--- src/rtl/regfile_pkg.sv ---
// Shared register-file types and sizes for the writeback path.
package regfile_pkg;
  localparam int XLEN     = 32;
  localparam int REG_AW   = 5;
  localparam int NUM_REGS = 32;

  typedef logic [REG_AW-1:0] reg_addr_t;
  typedef logic [XLEN-1:0]   reg_data_t;
endpackage

--- src/rtl/rr_arbiter.sv ---
// Round-robin arbiter: one-hot grant, search starts at rr_ptr, pointer
// moves just past the winner whenever a grant is taken.
module rr_arbiter #(
  parameter int N = 2
) (
  input  logic         clk,
  input  logic         rst,
  input  logic [N-1:0] req,
  input  logic         advance,
  output logic [N-1:0] grant
);
  localparam int PW = (N > 1) ? $clog2(N) : 1;

  logic [PW-1:0] rr_ptr;
  logic [PW-1:0] gidx;
  logic          found;
  int            idx;

  // Rotating priority search: first requester at or after rr_ptr wins
  always_comb begin
    grant = '0;
    gidx  = rr_ptr;
    found = 1'b0;
    idx   = 0;
    for (int k = 0; k < N; k++) begin
      idx = int'(rr_ptr) + k;
      if (idx >= N) idx = idx - N;
      if (!found && req[idx]) begin
        found      = 1'b1;
        grant[idx] = 1'b1;
        gidx       = PW'(idx);
      end
    end
  end

  // Pointer advances past the winner; holds when nothing is granted
  always_ff @(posedge clk or posedge rst) begin
    if (rst) begin
      rr_ptr <= '0;
    end else if (advance && found) begin
      if (int'(gidx) == N - 1) rr_ptr <= '0;
      else                     rr_ptr <= gidx + 1'b1;
    end
  end
endmodule

--- src/rtl/regfile_wb_arbiter.sv ---
// Writeback arbiter for the single register-file write port, with the
// registered write stage and the busy scoreboard used by issue to stall.
module regfile_wb_arbiter #(
  parameter int N_REQ = 2,
  parameter int XLEN  = 32
) (
  input  logic                                   clk,
  input  logic                                   rst,
  input  logic [N_REQ-1:0]                       req_valid,
  output logic [N_REQ-1:0]                       req_ready,
  input  logic [N_REQ-1:0][regfile_pkg::REG_AW-1:0] req_rd,
  input  logic [N_REQ-1:0][XLEN-1:0]             req_data,
  output logic                                   rf_we,
  output logic [regfile_pkg::REG_AW-1:0]         rf_rd_addr,
  output logic [XLEN-1:0]                        rf_wdata,
  input  logic                                   issue_valid,
  input  logic [regfile_pkg::REG_AW-1:0]         issue_rd,
  output logic                                   issue_stall,
  output logic [regfile_pkg::NUM_REGS-1:0]       busy
);
  import regfile_pkg::*;

  logic                xfer;
  reg_addr_t           sel_rd;
  logic [XLEN-1:0]     sel_data;
  logic                issue_set;
  logic [NUM_REGS-1:0] busy_nxt;

  // Ready depends only on valid and the rotating pointer: the output
  // stage never backpressures, so every grant is a completed transfer.
  rr_arbiter #(.N(N_REQ)) u_arb (
    .clk     (clk),
    .rst     (rst),
    .req     (req_valid),
    .advance (xfer),
    .grant   (req_ready)
  );

  assign xfer = |req_valid;

  // Select the winner's payload; grant is one-hot so a plain overwrite works
  always_comb begin
    sel_rd   = '0;
    sel_data = '0;
    for (int i = 0; i < N_REQ; i++) begin
      if (req_ready[i]) begin
        sel_rd   = req_rd[i];
        sel_data = req_data[i];
      end
    end
  end

  // Registered write stage; x0 writes complete the handshake but are dropped
  always_ff @(posedge clk or posedge rst) begin
    if (rst) begin
      rf_we      <= 1'b0;
      rf_rd_addr <= '0;
      rf_wdata   <= '0;
    end else if (xfer) begin
      rf_we      <= (sel_rd != '0);
      rf_rd_addr <= sel_rd;
      rf_wdata   <= sel_data;
    end else begin
      rf_we      <= 1'b0;
    end
  end

  assign issue_stall = issue_valid & busy[issue_rd];
  assign issue_set   = issue_valid & ~issue_stall & (issue_rd != '0);

  // Scoreboard next state: clear on writeback first so a same-index set wins
  always_comb begin
    busy_nxt = busy;
    if (rf_we)     busy_nxt[rf_rd_addr] = 1'b0;
    if (issue_set) busy_nxt[issue_rd]   = 1'b1;
    busy_nxt[0] = 1'b0;
  end

  // Scoreboard register; x0 is never tracked
  always_ff @(posedge clk or posedge rst) begin
    if (rst) busy <= '0;
    else     busy <= busy_nxt;
  end
endmodule

--- config.mk ---
export PLATFORM = sky130hd
export DESIGN_NAME = regfile_wb_arbiter
export DESIGN_NICKNAME = d
export VERILOG_FILES = /design/src/rtl/regfile_pkg.sv /design/src/rtl/rr_arbiter.sv /design/src/rtl/regfile_wb_arbiter.sv
export SDC_FILE = /design/constraint.sdc
export NUM_CORES = 1
export LEC_CHECK = 0
export BUFFER_PORTS_ARGS = -buffer_cell sky130_fd_sc_hd__buf_2
export CORE_MARGIN = 4
export CORE_UTILIZATION = 50
export CTS_BUF_LIST = sky130_fd_sc_hd__clkbuf_4 sky130_fd_sc_hd__clkbuf_8
export DETAILED_ROUTE_END_ITERATION = 6
export PLACE_DENSITY = 0.95
export SLEW_MARGIN = 10
export SYNTH_ARGS = -nofsm -noshare
export SYNTH_HDL_FRONTEND = slang
export SYNTH_SLANG_ARGS = --single-unit
--- constraint.sdc ---
create_clock -name clk -period 2.7 [get_ports clk]
set_clock_uncertainty 0.1 [all_clocks]
set_input_delay 0.27 -clock clk [delete_from_list [all_inputs] [get_ports clk]]
set_output_delay 0.27 -clock clk [all_outputs]
set_load 0.05 [all_outputs]
* After elaboration in Yosys (flattened, before gate mapping)
Cells that the tools add are included.
** Word-level totals
- Register bits :: 70
- Latch bits :: 0
- RAM bits :: 0
- ROM bits :: 0
- Input bits :: 84
- Word-level logic and storage cells :: 69
- Memories kept :: 0
** Cells by class
- Add/sub/neg operators :: 4
- Multiply operators :: 0
- Divide/modulo/power cells :: 0
- $lt $le $gt $ge :: 10
- Equality and inequality tests :: 0
- Shifts and indexed selects :: 0
- Multiplexer cells :: 32
- Bitwise operators :: 8
- Reductions and logical operators :: 10
** Operators by type and width (count)
- 2-to-1 mux 32 bit :: 6
- greater-or-equal comparator 32 x 1 -> 1 bit, second input constant :: 2
- less-than comparator 32 x 3 -> 1 bit, second input constant :: 2
- AND 32 bit :: 1
- greater-or-equal comparator 32 x 3 -> 1 bit, second input constant :: 1
- inverter 32 bit :: 1
- OR 32 bit :: 1
- subtractor 32 x 3 -> 32 bit, second input constant :: 1
- 2-to-1 mux 1 bit :: 17
- less-than comparator 5 x 6 -> 1 bit, second input constant :: 2
- demux 1 bit (select 5 bit) :: 2
- greater-or-equal comparator 5 x 1 -> 1 bit, second input constant :: 2
- 2-to-1 mux 5 bit :: 2
- nonzero test 5 bit :: 2
- logical AND 1 bit :: 6
- binary-select mux 1 bit (select 5 bit) :: 1
- 2-to-1 mux 2 bit :: 2
- AND 1 bit :: 3
- subtractor 1 x 2 -> 3 bit, second input constant :: 1
- adder 1 x 1 -> 2 bit, second input constant :: 1
- demux 1 bit (select 1 bit) :: 2
- greater-or-equal comparator 1 x 2 -> 1 bit, second input constant :: 1
- OR 2 bit :: 1
- OR reduction 2 bit :: 1
- 3 further kinds :: 3

* Logic depth before layout (Yosys ltp)
Gate-level depths: netlist of the first run.
- Word-level depth :: 13
- Gate-level depth with buffers :: 8
- Gate-level depth less buffers :: 5

* Cells and area by module
From an unflattened synthesis of the first run, not the netlist that was laid out.
** Unflattened totals
- Cell total of the unflattened synthesis :: 360
- Area total of the unflattened synthesis :: 3450.8 µm²
** Modules (own cells, without submodules)
- regfile_wb_arbiter :: times used 1, cells each 353, area an instance 3392.0 µm², seq. area each 1726.7 µm²
- rr_arbiter :: times used 1, cells each 7, area an instance 58.8 µm², seq. area each 25.0 µm²

* Least setup slack after synthesis of the first run
Ideal clock, no wire load.
- Path kind :: reg2out
- Start point :: reg busy[23] (netlist bit)
- End point :: out issue_stall
- Arrival :: 1.996 ns
- Required time :: 2.330 ns
- Slack :: 0.334 ns
- Stages on the path, launching flop included :: 7
- Buffers on the path :: 1
- Cell sequence :: dfrtp_1 mux4_2 and3_1 a41oi_1 o21ai_1 buf_6 o21a_1
** On the way
- Word-level cells in the longest chain between the ends :: 3
** Ends and longest elaborated chain
- from (decl) :: line regfile_wb_arbiter.sv:19 : output logic [regfile_pkg::NUM_REGS-1:0] busy
- from (signal assigned) :: line regfile_wb_arbiter.sv:82 : else busy <= busy_nxt;
- binary-select mux 1 bit (select 5 bit) :: line regfile_wb_arbiter.sv:68 : assign issue_stall = issue_valid & busy[issue_rd];
- 2-to-1 mux 1 bit (not written as such) :: line regfile_wb_arbiter.sv:68
- AND 1 bit :: line regfile_wb_arbiter.sv:68
- to (decl) :: line regfile_wb_arbiter.sv:18 : output logic issue_stall,
No other way between the ends. The select of a mux whose other input is x is not followed.

* Worst setup path in the final report of the first run
- Start point :: reg busy[4] (netlist bit)
- End point :: out issue_stall
Same word-level chain as after synthesis.

==> results of run 1 <==
registers in the layout, summed over array words and instances (netlist names):
name          count
u_arb.rr_ptr      1
rf_rd_addr        5
rf_wdata         32
busy             31
rf_we             1
what timing repair did:
action	CTS	global route
endpoints found under the hold margin	28	0
hold buffers	1	0
setup buffers	0	0
cell usage in the layout, fill, tap and decap left out, types with 3 or more instances in the layout:
cell type / count
sky130_fd_sc_hd__a21oi_1: 33
sky130_fd_sc_hd__a31oi_1: 32
sky130_fd_sc_hd__buf_2: 155
sky130_fd_sc_hd__buf_4: 6
sky130_fd_sc_hd__clkbuf_8: 9
sky130_fd_sc_hd__dfrtp_1: 70
sky130_fd_sc_hd__inv_1: 35
sky130_fd_sc_hd__mux2i_1: 11
sky130_fd_sc_hd__mux4_2: 3
sky130_fd_sc_hd__nand2_1: 19
sky130_fd_sc_hd__nand3_1: 7
sky130_fd_sc_hd__nand3b_1: 6
sky130_fd_sc_hd__nor2_1: 37
sky130_fd_sc_hd__nor2b_1: 3
sky130_fd_sc_hd__nor3_1: 4
sky130_fd_sc_hd__o21a_1: 3
sky130_fd_sc_hd__o21ai_0: 32
sky130_fd_sc_hd__o21ai_1: 11
sky130_fd_sc_hd__o221a_2: 5
sky130_fd_sc_hd__o22ai_1: 34
sky130_fd_sc_hd__o31ai_1: 15
sky130_fd_sc_hd__o41ai_1: 7
power by group:
group	switching [mW]	internal, mW	leakage (nW)
clock	0.391	0.529	0.110
combinational	1.76	0.615	1.37
sequential	0.284	1.36	0.796
total	2.43	2.51	2.28
through the flow:
stage                     setup slack (ns)  cell area, um2  util (%)  hold slack, ns
final                                0.260            4880      66.2          0.0929
after global routing                 0.179            4880      66.2          0.0835
after CTS                            0.256            4880      66.2          0.0764
after detailed placement             0.348            4650      63.2           0.294
after global placement               0.367            4650      63.2           0.280
after floorplan                      0.334            3830         -           0.319
area by class of cell:
| cell class | count | share of cell area, % |
|---|---|---|
| Tap cell | 99 | 2.54 |
| Clock buffer | 10 | 2.69 |
| Sequential cell | 70 | 35.9 |
| Multi-Input combinational cell | 287 | 36.4 |
| Clock inverter | 6 | 1.77 |
| Timing Repair Buffer | 164 | 17.8 |
| Inverter | 37 | 2.84 |
kinds of logic (layout without fill, tap and decap cells):
kind of cell	Yosys count	after routing	share of synthesized area, %
buffers and inverters	73	217	7.90
muxes	17	17	5.71
AOI/OAI and AO/OA	178	178	29.1
and+or+nand+nor	91	91	11.5
other	1	1	0.0978
DFF	70	70	45.7
worst max-delay path: cells and delay by family (launching register included):
family | cells | cell delay [ns]
flip-flops | 1 | 0.43
buffers and inverters | 1 | 0.21
AO/OA/AOI/OAI | 3 | 0.71
multiplexers | 1 | 0.29
AND/OR/NAND/NOR | 1 | 0.09
worst max-delay path by stage:
| stage | from | end | depth (start not counted) |
|---|---|---|---|
| after floorplan | busy[23] | issue_stall | 6 |
| after global placement | issue_rd[1] | issue_stall | 8 |
| after detailed placement | issue_rd[1] | issue_stall | 8 |
| after CTS | busy[23] | issue_stall | 6 |
| after global routing | busy[23] | issue_stall | 6 |
| final | busy[4] | issue_stall | 6 |
per-layer routing:
metal	vias up	share of wire [%]	GRT usage (%)
met4	0	2.0	9.95
met3	24	10	6.55
met1	1858	39	32.7
met5	-	0	0
met2	231	49	42.5
li1	1857	-	-
==> metrics.json, run 1 <==
{
  "run_status": {
    "status": "finished, final reports clean"
  },
  "clock_network": {
    "cts.repair.resized": 0,
    "cts_clk_pin_slew_worst_paths_ns": 0.07,
    "cts_sinks": 70,
    "clock_path_buffers": 2,
    "cts_made_buffers": 9,
    "cts_tree": "built",
    "insertion_delay_ns": 0.34,
    "clock_tree.root_cell": "sky130_fd_sc_hd__clkbuf_8",
    "htree_num_levels": 3
  },
  "worst_setup_path": {
    "slowest_stage": "sky130_fd_sc_hd__dfrtp_1",
    "reg2reg_slack_ns": 0.57,
    "critical_path_arrival_ns": 2.07,
    "crit_chain": "mux2_4 -> a32o_1 -> a211oi_4 -> nand2_2 -> o21a_1 -> buf_2",
    "startpoint_type": "flip-flop",
    "setup.worst_path.class": "reg -> out",
    "regToRegEndpoint": "busy[13]",
    "crit_required_ns": 2.33,
    "cpPeakStageDelay_ns": 0.43,
    "critical_path_peak_fanout": 3,
    "reg2reg_depth": 6,
    "critical_path.reg2reg.startpoint": "busy[23]",
    "timing.critical_path.to_type": "primary output"
  },
  "floorplanning": {
    "io-pin-count": 157,
    "floorplan.initialDensity_pct": 52.0,
    "num_rows": 31,
    "design.die.area_mm2": 0.00913,
    "die_w_um": 95.6,
    "vert_die_dim_um": 95.6,
    "coreArea_mm2": 0.00737
  },
  "route": {
    "postRouteAntennaNets": 0,
    "total_routed_length_mm": 11.8,
    "detail_route.iter0.violations": 229,
    "via_per_inst": 5.90,
    "drt-wirelength-per-cell_um": 17.6,
    "drt_first_pass_iters": 4,
    "dr_total_vias": 3970,
    "drc": 0
  },
  "yosys": {
    "syn_nets": 514,
    "netlist.top_cell.by_area": "sky130_fd_sc_hd__dfrtp_1",
    "synth_flop_cell": "sky130_fd_sc_hd__dfrtp_1",
    "mappedNetlistArea_mm2": 0.00383,
    "synthCells": 430,
    "synth.lib_cells_used.distinct": 44,
    "synth.most_common_cell": "sky130_fd_sc_hd__dfrtp_1",
    "yosys.area.top_type_share_pct": 45.7,
    "yosys-top-cells-count": "sky130_fd_sc_hd__dfrtp_1 (70), sky130_fd_sc_hd__nor2_1 (37), sky130_fd_sc_hd__inv_1 (36)",
    "synth.top_cells.by_area": "sky130_fd_sc_hd__dfrtp_1 (46%), sky130_fd_sc_hd__o22ai_1 (5.5%), sky130_fd_sc_hd__a31oi_1 (5.2%)",
    "average_footprint_of_a_synthesized_cell_um2": 8.92,
    "yosys_register_bits": 70,
    "seq_area_frac_synth_pct": 45.7,
    "synth_edf_count": 0,
    "ys_async_sr_fraction_pct": 100,
    "synth.yosys.warnings": 0
  },
  "global_route": {
    "grt_first_pass_wirelength_mm": 18.2,
    "global_route.overflow_total": 0,
    "grt_pass1_vias": 3786,
    "pin_count_of_the_biggest_net_entering_global_routing": 103,
    "globalRouteTotalUtil_pct": 25.8,
    "antenna_violations_before_repair": 0
  },
  "place": {
    "place.detailed.instances": 656,
    "dpl.hpwl_mm": 8.64,
    "io_buffer_count": 155,
    "place.gp.congestion": 0.975
  },
  "power_and_ir_drop": {
    "static-leakage-power_nw": 2.28,
    "power_per_cell_area_mw_per_mm2": 1010,
    "total_power_mw": 4.94,
    "ir_drop_mv": 0.339
  },
  "finish": {
    "area_growth_syn_to_layout_pct": 27.3,
    "final_layout_size_suffix_gt1_share_pct": 34.0,
    "area_of_the_multi_input_gates_mm2": 0.00178,
    "num_antenna_cells": 0,
    "final_nets": 653,
    "seq_area_mm2": 0.00175,
    "num-fill-cells": 591,
    "post_layout_nonfiller_instances": 673
  },
  "sta": {
    "setup_tns_ns": 0,
    "achievable-frequency_ghz": 0.410,
    "maxSlewHeadroom_pct": 57.3,
    "report.final.hold_viol_count": 0,
    "drv_slew": 0,
    "finalSetupViolCount": 0,
    "unrepaired_setup_endpoints_after_global_routing": "no",
    "finalCritPeriodShare_pct": 90.4,
    "finalCriticalPeriod_ns": 2.44,
    "tightestPinTransition_ns": 0.640
  },
  "worst_hold_path": {
    "start_point_of_the_worst_hold_path": "req_valid[0]",
    "hold_path_end": "u_arb.rr_ptr",
    "worst_hold_path_class": "in -> reg",
    "hold_depth": 2
  },
  "run": {
    "max_cap_viol_count": 0
  }
}
Power figures use the tool's default switching activity.
==> run 2: changes to the inputs <==
--- a/config.mk
+++ b/config.mk
@@ -5,9 +5,10 @@
 export SDC_FILE = /design/constraint.sdc
 export NUM_CORES = 1
 export LEC_CHECK = 0
+export ABC_AREA = 1
 export BUFFER_PORTS_ARGS = -buffer_cell sky130_fd_sc_hd__buf_2
 export CORE_MARGIN = 4
-export CORE_UTILIZATION = 50
+export CORE_UTILIZATION = 49
 export CTS_BUF_LIST = sky130_fd_sc_hd__clkbuf_4 sky130_fd_sc_hd__clkbuf_8
 export DETAILED_ROUTE_END_ITERATION = 6
 export PLACE_DENSITY = 0.95
==> run 2 against run 1 <==
First-iteration DRC count decreased by 10%; combinational power fell by 6%; highest routed layer unchanged; clock power increased by 0.4%; sequential share of layout area increased by 2.9 points; hold slack lost 0.057 ns; wire length fell by 6.2%; sequential cell count is the same; register-to-register slack better by 0.20 ns; utilization is 0.11 points lower; power fell by 2.9%; die area fell by 6.9%; critical endpoint unchanged.
==> metrics.json, run 2 <==
{
  "run_status": {
    "status": "finished, final reports clean"
  },
  "power_and_ir_drop": {
    "power_per_cell_area": {"value": 1060, "unit": "mW/mm2", "change": "+5.0%"},
    "total_switching_power": {"value": 2.40, "unit": "mW", "change": "-1.3%"},
    "internal_power": {"value": 2.40, "unit": "mW", "change": "-4.4%"},
    "power.share.combinational": {"value": 46.6, "unit": "%", "change": "-1.4 points"},
    "static-leakage-power": {"value": 2.24, "unit": "nW", "change": "-1.8%"},
    "seq_power_share": {"value": 34.1, "unit": "%", "change": "+0.7 points"},
    "share_clk_of_total_power": {"value": 19.3, "unit": "%", "change": "+0.7 points"},
    "sw_frac_of_total": {"value": 50.0, "unit": "%", "change": "+0.79 points"},
    "ir_drop": {"value": 0.452, "unit": "mV", "change": "+34%"},
    "total_power": {"value": 4.80, "unit": "mW", "change": "-2.9%"}
  },
  "clock_network": {
    "cts_sinks": {"value": 70, "change": "unchanged"},
    "clock_tree.root_cell": "sky130_fd_sc_hd__clkbuf_8",
    "cts_post_setup_buffers_inserted": {"value": 0, "change": "unchanged"},
    "hold_bufs_inserted_after_cts": {"value": 1, "change": "unchanged"},
    "cts_clk_pin_slew_worst_paths": {"value": 0.08, "unit": "ns", "change": "about the same"},
    "cts_made_buffers": {"value": 9, "change": "unchanged"},
    "clock_path_buffers": {"value": 2, "change": "unchanged"},
    "cts.repair.resized": {"value": 0, "change": "unchanged"},
    "cts_tree": "built",
    "htree_num_levels": {"value": 3, "change": "unchanged"},
    "insertion_delay": {"value": 0.35, "unit": "ns", "change": "about the same"}
  },
  "finish": {
    "final_layout_size_suffix_gt1_share": {"value": 36.0, "unit": "%", "change": "+2.0 points"},
    "largest_register_ff_count": {"value": 32, "change": "unchanged"},
    "final_core_util": {"value": 66.1, "unit": "%", "change": "-0.11 points"},
    "post_layout_nonfiller_instances": {"value": 677, "change": "+0.59%"},
    "most-common-layout-cells": "sky130_fd_sc_hd__buf_2 (155), sky130_fd_sc_hd__nand2_1 (112), sky130_fd_sc_hd__dfrtp_1 (70)",
    "regMostFlops": "rf_wdata",
    "most_common_cell_after_layout_fill_and_taps_aside": "sky130_fd_sc_hd__buf_2",
    "final_nets": {"value": 661, "change": "+1.2%"},
    "area_growth_syn_to_layout_pct": 30.1,
    "fin_area": {"value": 0.00452, "unit": "mm2", "change": "-7.5%"},
    "num_antenna_cells": {"value": 0, "change": "unchanged"},
    "layout_top_registers": "rf_wdata (32), busy (31), rf_rd_addr (5)"
  },
  "floorplanning": {
    "vert_die_dim": {"value": 92.2, "unit": "um", "change": "-3.5%"},
    "io-pin-count": {"value": 157, "change": "unchanged"},
    "design.die.area": {"value": 0.00850, "unit": "mm2", "change": "-6.9%"},
    "coreArea": {"value": 0.00683, "unit": "mm2", "change": "-7.3%"},
    "die_w": {"value": 92.2, "unit": "um", "change": "-3.5%"},
    "floorplan.initialDensity": {"value": 50.8, "unit": "%", "change": "-1.2 points"},
    "num_rows": {"value": 30, "change": "-3.2%"}
  },
  "place": {
    "dpl.hpwl": {"value": 8.34, "unit": "mm", "change": "-3.5%"},
    "place.detailed.instances": {"value": 661, "change": "+0.76%"},
    "place_ws": {"value": 0.476, "unit": "ns", "change": "+0.128 ns"},
    "io_buffer_count": {"value": 155, "change": "unchanged"},
    "placement.cell_area": {"value": 0.00430, "unit": "mm2", "change": "-7.7%"},
    "place.gp.congestion": {"value": 0.971, "change": "-0.32%"}
  },
  "worst_setup_path": {
    "setup.worst_path.class": "in -> out",
    "critical_path_peak_fanout": {"value": 19, "change": "+16"},
    "critical_path_arrival": {"value": 1.74, "unit": "ns", "change": "-0.33 ns"},
    "reg2reg_slack": {"value": 0.77, "unit": "ns", "change": "+0.20 ns"},
    "cpPeakStageDelay": {"value": 0.34, "unit": "ns", "change": "-0.09 ns"},
    "startpoint_type": "input pin",
    "reg2reg_depth": {"value": 12, "change": "+6"},
    "slowest_stage": "sky130_fd_sc_hd__buf_2",
    "cp_num_buf_inv": {"value": 3, "change": "+2"},
    "critical_path.reg2reg.startpoint": "busy[7]",
    "cp_top_family": "buffers and inverters",
    "crit_chain": "buf_2 -> inv_6 -> nor2_4 -> nand2_1 -> nand3_1 -> nand2_1 -> nand2_1 -> nor2_2 -> a21oi_1 -> buf_2",
    "regToRegEndpoint": "busy[21]",
    "crit_required": {"value": 2.33, "unit": "ns", "change": "about the same"},
    "timing.critical_path.to_type": "primary output",
    "worst_path_most_repeated_cell": "sky130_fd_sc_hd__nand2_1"
  },
  "worst_hold_path": {
    "worst_hold_path_class": "in -> reg",
    "start_point_of_the_worst_hold_path": "req_data[7]",
    "hold_depth": {"value": 3, "change": "+1"},
    "hold_path_end": "rf_wdata[7]"
  },
  "route": {
    "drt-wirelength-per-cell": {"value": 16.4, "unit": "um", "change": "-6.8%"},
    "drt_first_pass_iters": {"value": 6, "change": "+2"},
    "drc": {"value": 0, "change": "unchanged"},
    "total_routed_length": {"value": 11.1, "unit": "mm", "change": "-6.2%"},
    "via_per_inst": {"value": 5.62, "change": "-4.8%"},
    "detail_route.iter0.violations": {"value": 206, "change": "-10%"},
    "dr_total_vias": {"value": 3802, "change": "-4.2%"},
    "postRouteAntennaNets": {"value": 0, "change": "unchanged"}
  },
  "yosys": {
    "yosys-top-cells-count": "sky130_fd_sc_hd__nand2_1 (112), sky130_fd_sc_hd__dfrtp_1 (70), sky130_fd_sc_hd__nand3_1 (47)",
    "ys_async_sr_fraction": {"value": 100, "unit": "%", "change": "unchanged"},
    "synth.top_cells.by_area": "sky130_fd_sc_hd__dfrtp_1 (50%), sky130_fd_sc_hd__nand2_1 (12%), sky130_fd_sc_hd__nand3_1 (6.8%)",
    "synth.most_common_cell": "sky130_fd_sc_hd__nand2_1",
    "mappedNetlistArea": {"value": 0.00347, "unit": "mm2", "change": "-9.4%"},
    "average_footprint_of_a_synthesized_cell": {"value": 8.15, "unit": "um2", "change": "-8.5%"},
    "synth_flop_cell": "sky130_fd_sc_hd__dfrtp_1",
    "seq_area_frac_synth": {"value": 50.4, "unit": "%", "change": "+4.7 points"},
    "syn_nets": {"value": 510, "change": "-0.78%"},
    "yosys_register_bits": {"value": 70, "change": "unchanged"},
    "netlist.top_cell.by_area": "sky130_fd_sc_hd__dfrtp_1",
    "yosys.area.top_type_share": {"value": 50.4, "unit": "%", "change": "+4.7 points"},
    "synth.lib_cells_used.distinct": {"value": 24, "change": "-45%"},
    "synth_edf_count": {"value": 0, "change": "unchanged"},
    "synthCells": {"value": 426, "change": "-0.93%"},
    "synth.yosys.warnings": {"value": 0, "change": "unchanged"}
  },
  "global_route": {
    "antenna_violations_before_repair": {"value": 0, "change": "unchanged"},
    "pin_count_of_the_biggest_net_entering_global_routing": {"value": 41, "change": "-60%"},
    "grt_pass1_vias": {"value": 3676, "change": "-2.9%"},
    "grt_first_pass_wirelength": {"value": 17.9, "unit": "mm", "change": "-1.9%"},
    "global_route.overflow_total": {"value": 0, "change": "unchanged"},
    "globalRouteTotalUtil": {"value": 26.6, "unit": "%", "change": "+0.70 points"}
  },
  "sta": {
    "tightestPinTransition": {"value": 0.681, "unit": "ns", "change": "+0.0411 ns"},
    "finalCriticalPeriod": {"value": 2.11, "unit": "ns", "change": "-0.331 ns"},
    "drv_slew": {"value": 0, "change": "unchanged"},
    "maxSlewHeadroom": {"value": 54.5, "unit": "%", "change": "-2.7 points"},
    "setup_tns": {"value": 0, "unit": "ns", "change": "unchanged"},
    "unrepaired_setup_endpoints_after_global_routing": "no",
    "report.final.hold_viol_count": {"value": 0, "change": "unchanged"},
    "final.setup.worst_slack": {"value": 0.591, "unit": "ns", "change": "+0.331 ns"},
    "achievable-frequency": {"value": 0.474, "unit": "GHz", "change": "+16%"},
    "finalCritPeriodShare": {"value": 78.1, "unit": "%", "change": "-12 points"},
    "finalSetupViolCount": {"value": 0, "change": "unchanged"},
    "fin_hold_ws": {"value": 0.0355, "unit": "ns", "change": "-0.0575 ns"}
  },
  "run": {
    "max_cap_viol_count": {"value": 0, "change": "unchanged"}
  }
}
run 2: cell type report:
class	count	area (um2)
Fill cell	585	2310
Sequential cell	70	1750
Multi-Input combinational cell	316	1520
Timing Repair Buffer	161	836
Clock buffer	11	139
Tap cell	96	120
Inverter	19	76.3
Clock inverter	4	72.6
run 2: tightest hold or removal path, cell delays in order:
cell,delay (ns)
sky130_fd_sc_hd__buf_2,0.07
sky130_fd_sc_hd__nor3_1,0.04
sky130_fd_sc_hd__nor2_1,0.07
run 2: layer usage:
layer | global-route usage, % | vias to the layer above | routed length, um
li1 | - | 1756 | -
met1 | 31.6 | 1790 | 4060
met2 | 44.3 | 227 | 5510
met3 | 7.79 | 29 | 1170
met4 | 12.0 | 0 | 369
met5 | 0 | - | 0
run 2: cell families after synthesis:
kind of cell           count (synthesis)  share of synthesized area (%)
buffers and inverters                 40                           5.84
other                                  1                          0.108
AND/OR/NAND/NOR                      240                           30.9
AO/OA/AOI/OAI                         75                           12.7
flip-flops                            70                           50.4
run 2: power groups by stage:
stage	sequential, mW	combinational (mW)	clock (mW)
after floorplan	2.66	0.592	0
after global placement	1.63	2.18	0
after detailed placement	1.64	2.23	0
after CTS	1.62	2.24	0.930
after global routing	1.67	2.37	0.984
final	1.64	2.23	0.924
run 2: worst max-delay path by stage:
stage                startpoint  cells after the start  slack (ns)           to
floorplan               busy[7]                      8        0.51  issue_stall
global placement    issue_rd[0]                     10        0.57  issue_stall
detailed placement  issue_rd[0]                     14        0.48     busy[21]
CTS                 issue_rd[0]                     10        0.59  issue_stall
global route        issue_rd[0]                     10        0.46  issue_stall
finish              issue_rd[0]                     10        0.59  issue_stall
==> run 3: changes to the inputs <==
--- a/config.mk
+++ b/config.mk
@@ -5,10 +5,10 @@
 export SDC_FILE = /design/constraint.sdc
 export NUM_CORES = 1
 export LEC_CHECK = 0
-export ABC_AREA = 1
+export ABC_AREA = 0
 export BUFFER_PORTS_ARGS = -buffer_cell sky130_fd_sc_hd__buf_2
 export CORE_MARGIN = 4
-export CORE_UTILIZATION = 49
+export CORE_UTILIZATION = 50
 export CTS_BUF_LIST = sky130_fd_sc_hd__clkbuf_4 sky130_fd_sc_hd__clkbuf_8
 export DETAILED_ROUTE_END_ITERATION = 6
 export PLACE_DENSITY = 0.95
==> constraint.sdc (replaced) <==
create_clock -name clk -period 2 [get_ports clk]
set_clock_uncertainty 0.1 [all_clocks]
set_input_delay 0.2 -clock clk [delete_from_list [all_inputs] [get_ports clk]]
set_output_delay 0.2 -clock clk [all_outputs]
set_load 0.05 [all_outputs]
==> run 3 against run 2 <==
The run now ends with negative setup slack left; count of clock-buffer cells in the layout shrank 2; via count grew 7.0%; critical path depth shrank 4; clock power grew 19%; first-iteration DRC count grew 7.8%; utilization grew 3.1 points; die area grew 7.5%; hold slack lost 0.014 ns; sequential cell count is the same; global-route usage shrank 0.15 points; non-clock buffer count grew 18; critical path type is now reg -> out.
==> metrics.json, run 3 (same netlist as run 1, synthesis figures left out) <==
{
  "power_and_ir_drop": {
    "static-leakage-power": {"value": 2.36, "unit": "nW", "change": "+5.6%"},
    "ir_drop": {"value": 0.501, "unit": "mV", "change": "+11%"},
    "total_power": {"value": 6.75, "unit": "mW", "change": "+41%"},
    "power_per_cell_area": {"value": 1320, "unit": "mW/mm2", "change": "+25%"}
  },
  "clock_network": {
    "htree_num_levels": {"value": 3, "change": "unchanged"},
    "cts_sinks": {"value": 70, "change": "unchanged"},
    "cts_tree": "built",
    "cts_clk_pin_slew_worst_paths": {"value": 0.07, "unit": "ns", "change": "about the same"},
    "clock_path_buffers": {"value": 2, "change": "unchanged"},
    "insertion_delay": {"value": 0.35, "unit": "ns", "change": "about the same"},
    "cts_made_buffers": {"value": 9, "change": "unchanged"},
    "clock_tree.root_cell": "sky130_fd_sc_hd__clkbuf_8"
  },
  "floorplanning": {
    "io-pin-count": {"value": 157, "change": "unchanged"},
    "die_w": {"value": 95.6, "unit": "um", "change": "+3.7%"},
    "num_rows": {"value": 31, "change": "+3.3%"},
    "vert_die_dim": {"value": 95.6, "unit": "um", "change": "+3.7%"},
    "coreArea": {"value": 0.00737, "unit": "mm2", "change": "+7.9%"},
    "floorplan.initialDensity": {"value": 52.0, "unit": "%", "change": "+1.2 points"},
    "design.die.area": {"value": 0.00913, "unit": "mm2", "change": "+7.5%"}
  },
  "route": {
    "dr_total_vias": {"value": 4070, "change": "+7.0%"},
    "drc": {"value": 0, "change": "unchanged"},
    "via_per_inst": {"value": 5.92, "change": "+5.3%"},
    "drt_first_pass_iters": {"value": 5, "change": "-1"},
    "drt-wirelength-per-cell": {"value": 17.3, "unit": "um", "change": "+5.3%"},
    "postRouteAntennaNets": {"value": 0, "change": "unchanged"},
    "detail_route.iter0.violations": {"value": 222, "change": "+7.8%"},
    "total_routed_length": {"value": 11.9, "unit": "mm", "change": "+7.0%"}
  },
  "finish": {
    "final_nets": {"value": 668, "change": "+1.1%"},
    "fin_area": {"value": 0.00510, "unit": "mm2", "change": "+13%"},
    "regMostFlops": "rf_wdata",
    "final_layout_size_suffix_gt1_share": {"value": 39.7, "unit": "%", "change": "+3.8 points"},
    "layout_top_registers": "rf_wdata (32), busy (31), rf_rd_addr (5)",
    "num-fill-cells": {"value": 590, "change": "+0.85%"},
    "final_core_util": {"value": 69.2, "unit": "%", "change": "+3.1 points"},
    "most_common_cell_after_layout_fill_and_taps_aside": "sky130_fd_sc_hd__buf_2",
    "largest_register_ff_count": {"value": 32, "change": "unchanged"},
    "num_antenna_cells": {"value": 0, "change": "unchanged"},
    "area_growth_syn_to_layout_pct": 33.1,
    "most-common-layout-cells": "sky130_fd_sc_hd__buf_2 (154), sky130_fd_sc_hd__dfrtp_1 (62), sky130_fd_sc_hd__nor2_1 (37)"
  },
  "sta": {
    "final.setup.worst_slack": {"value": -0.291, "unit": "ns", "change": "-0.881 ns"},
    "tightestPinTransition": {"value": 0.567, "unit": "ns", "change": "-0.113 ns"},
    "finalCriticalPeriod_ns": 2.29,
    "finalCritPeriodShare_pct": 115,
    "unrepaired_setup_endpoints_after_global_routing": "yes",
    "maxSlewHeadroom": {"value": 62.1, "unit": "%", "change": "+7.5 points"},
    "report.final.hold_viol_count": {"value": 0, "change": "unchanged"},
    "finalSetupViolCount": {"value": 5, "change": "+5"},
    "setup_tns": {"value": -0.415, "unit": "ns", "change": "-0.415 ns"},
    "drv_slew": {"value": 0, "change": "unchanged"},
    "achievable-frequency_ghz": 0.437
  },
  "worst_setup_path": {
    "startpoint_type": "flip-flop",
    "cpPeakStageDelay": {"value": 0.47, "unit": "ns", "change": "+0.13 ns"},
    "reg2reg_depth": {"value": 6, "change": "-6"},
    "critical_path_arrival": {"value": 1.99, "unit": "ns", "change": "+0.25 ns"},
    "crit_required": {"value": 1.70, "unit": "ns", "change": "-0.63 ns"},
    "critical_path.startpoint": "busy[21]",
    "timing.critical_path.to_type": "primary output",
    "critical_path_peak_fanout": {"value": 2, "change": "-17"},
    "setup.worst_path.class": "reg -> out",
    "critical_path.reg2reg.startpoint": "busy[21]",
    "slowest_stage": "sky130_fd_sc_hd__mux4_2",
    "reg2reg_slack": {"value": -0.09, "unit": "ns", "change": "-0.86 ns"},
    "regToRegEndpoint": "busy[8]",
    "worst_setup_path_endpoint": "issue_stall",
    "crit_chain": "mux4_2 -> and3_4 -> a41oi_2 -> o21ai_2 -> o21a_1 -> buf_6"
  },
  "place": {
    "dpl.hpwl": {"value": 8.67, "unit": "mm", "change": "+4.0%"},
    "placement.cell_area": {"value": 0.00475, "unit": "mm2", "change": "+10%"},
    "place.gp.congestion": {"value": 0.981, "change": "+0.98%"},
    "io_buffer_count": {"value": 155, "change": "unchanged"}
  },
  "global_route": {
    "global_route.overflow_total": {"value": 0, "change": "unchanged"},
    "grt_first_pass_wirelength": {"value": 18.7, "unit": "mm", "change": "+4.5%"},
    "globalRouteTotalUtil": {"value": 26.4, "unit": "%", "change": "-0.15 points"},
    "grt_pass1_vias": {"value": 3899, "change": "+6.1%"},
    "antenna_violations_before_repair": {"value": 0, "change": "unchanged"},
    "pin_count_of_the_biggest_net_entering_global_routing": {"value": 103, "change": "+150%"}
  },
  "worst_hold_path": {
    "start_point_of_the_worst_hold_path": "req_valid[0]",
    "worst_hold_path_class": "in -> reg"
  },
  "run": {
    "max_cap_viol_count": {"value": 0, "change": "unchanged"}
  },
  "run_status": {
    "failing_checks": "negative setup slack",
    "status": "finished with violations"
  }
}
## run 3: cell types whose count changed in the layout (fill, tap and decap cells not counted), moves of 11 or more
cell / change
sky130_fd_sc_hd__a31oi_1: +32
sky130_fd_sc_hd__inv_2: -17
sky130_fd_sc_hd__nand3_1: -40
sky130_fd_sc_hd__mux2i_1: +11
sky130_fd_sc_hd__nor3_1: -30
sky130_fd_sc_hd__nand2_1: -93
sky130_fd_sc_hd__buf_4: +17
sky130_fd_sc_hd__a21oi_1: +32
sky130_fd_sc_hd__inv_1: +35
## run 3: layout make-up
| cell class | instances | area, um2 | area share [%] |
|---|---|---|---|
| sequential | 70 | 1760 | 34.5 |
| clock inverter | 7 | 65.1 | 1.28 |
| inverter | 37 | 143 | 2.80 |
| tap | 99 | 124 | 2.43 |
| timing repair buffer | 179 | 980 | 19.2 |
| clock buffer | 9 | 124 | 2.43 |
| multi-input combinational | 287 | 1910 | 37.3 |
## run 3: timing repair
action | in CTS | in global routing
endpoints found under the hold margin | 15 | 0
buffers inserted | 3 | 1
pin swaps | 1 | 0
hold buffers | 2 | 0
endpoints found under the setup margin | 8 | 15
resized for setup | 11 | 10
## run 3: how the worst min path moves through the flow
| stage | to | slack, ns | cells past startpoint |
|---|---|---|---|
| floorplan | rf_we | 0.25 | 2 |
| global placement | busy[28] | 0.08 | 2 |
| detailed placement | busy[22] | 0.09 | 2 |
| CTS | rf_wdata[26] | 0.002 | 3 |
| global route | u_arb.rr_ptr | 0.03 | 2 |
| finish | u_arb.rr_ptr | 0.02 | 2 |
## run 3: per-stage QoR
step / worst slack (ns) / hold WS (ns) / std cells
after floorplan: -0.214 / 0.249 / 430
after global placement: -0.0468 / 0.0817 / 668
after detailed placement: -0.193 / 0.0902 / 668
after CTS: -0.326 / 0.00206 / 687
after global routing: -0.374 / 0.0250 / 688
final: -0.291 / 0.0219 / 688
## run 3: critical path, delay by kind of cell (launching register included)
| family | cells | cell delay, ns |
|---|---|---|
| and+or+nand+nor | 1 | 0.20 |
| AOI/OAI and AO/OA | 3 | 0.43 |
| DFF | 1 | 0.41 |
| muxes | 1 | 0.47 |
| buffers and inverters | 1 | 0.15 |
## run 3: layer usage
metal / vias to the layer above / track usage (%) / part of all wire [%]
li1: 1888 / - / -
met1: 1941 / 33.8 / 40
met2: 220 / 43.1 / 48
met3: 21 / 6.24 / 10
met4: 0 / 10.5 / 2.0
met5: - / 0 / 0
## run 3: report_power, final
group,leakage [nW],switching (mW),internal [mW]
Sequential,0.789,0.363,1.86
Clock,0.0948,0.535,0.566
Combinational,1.48,2.46,0.962
Total,2.36,3.36,3.38
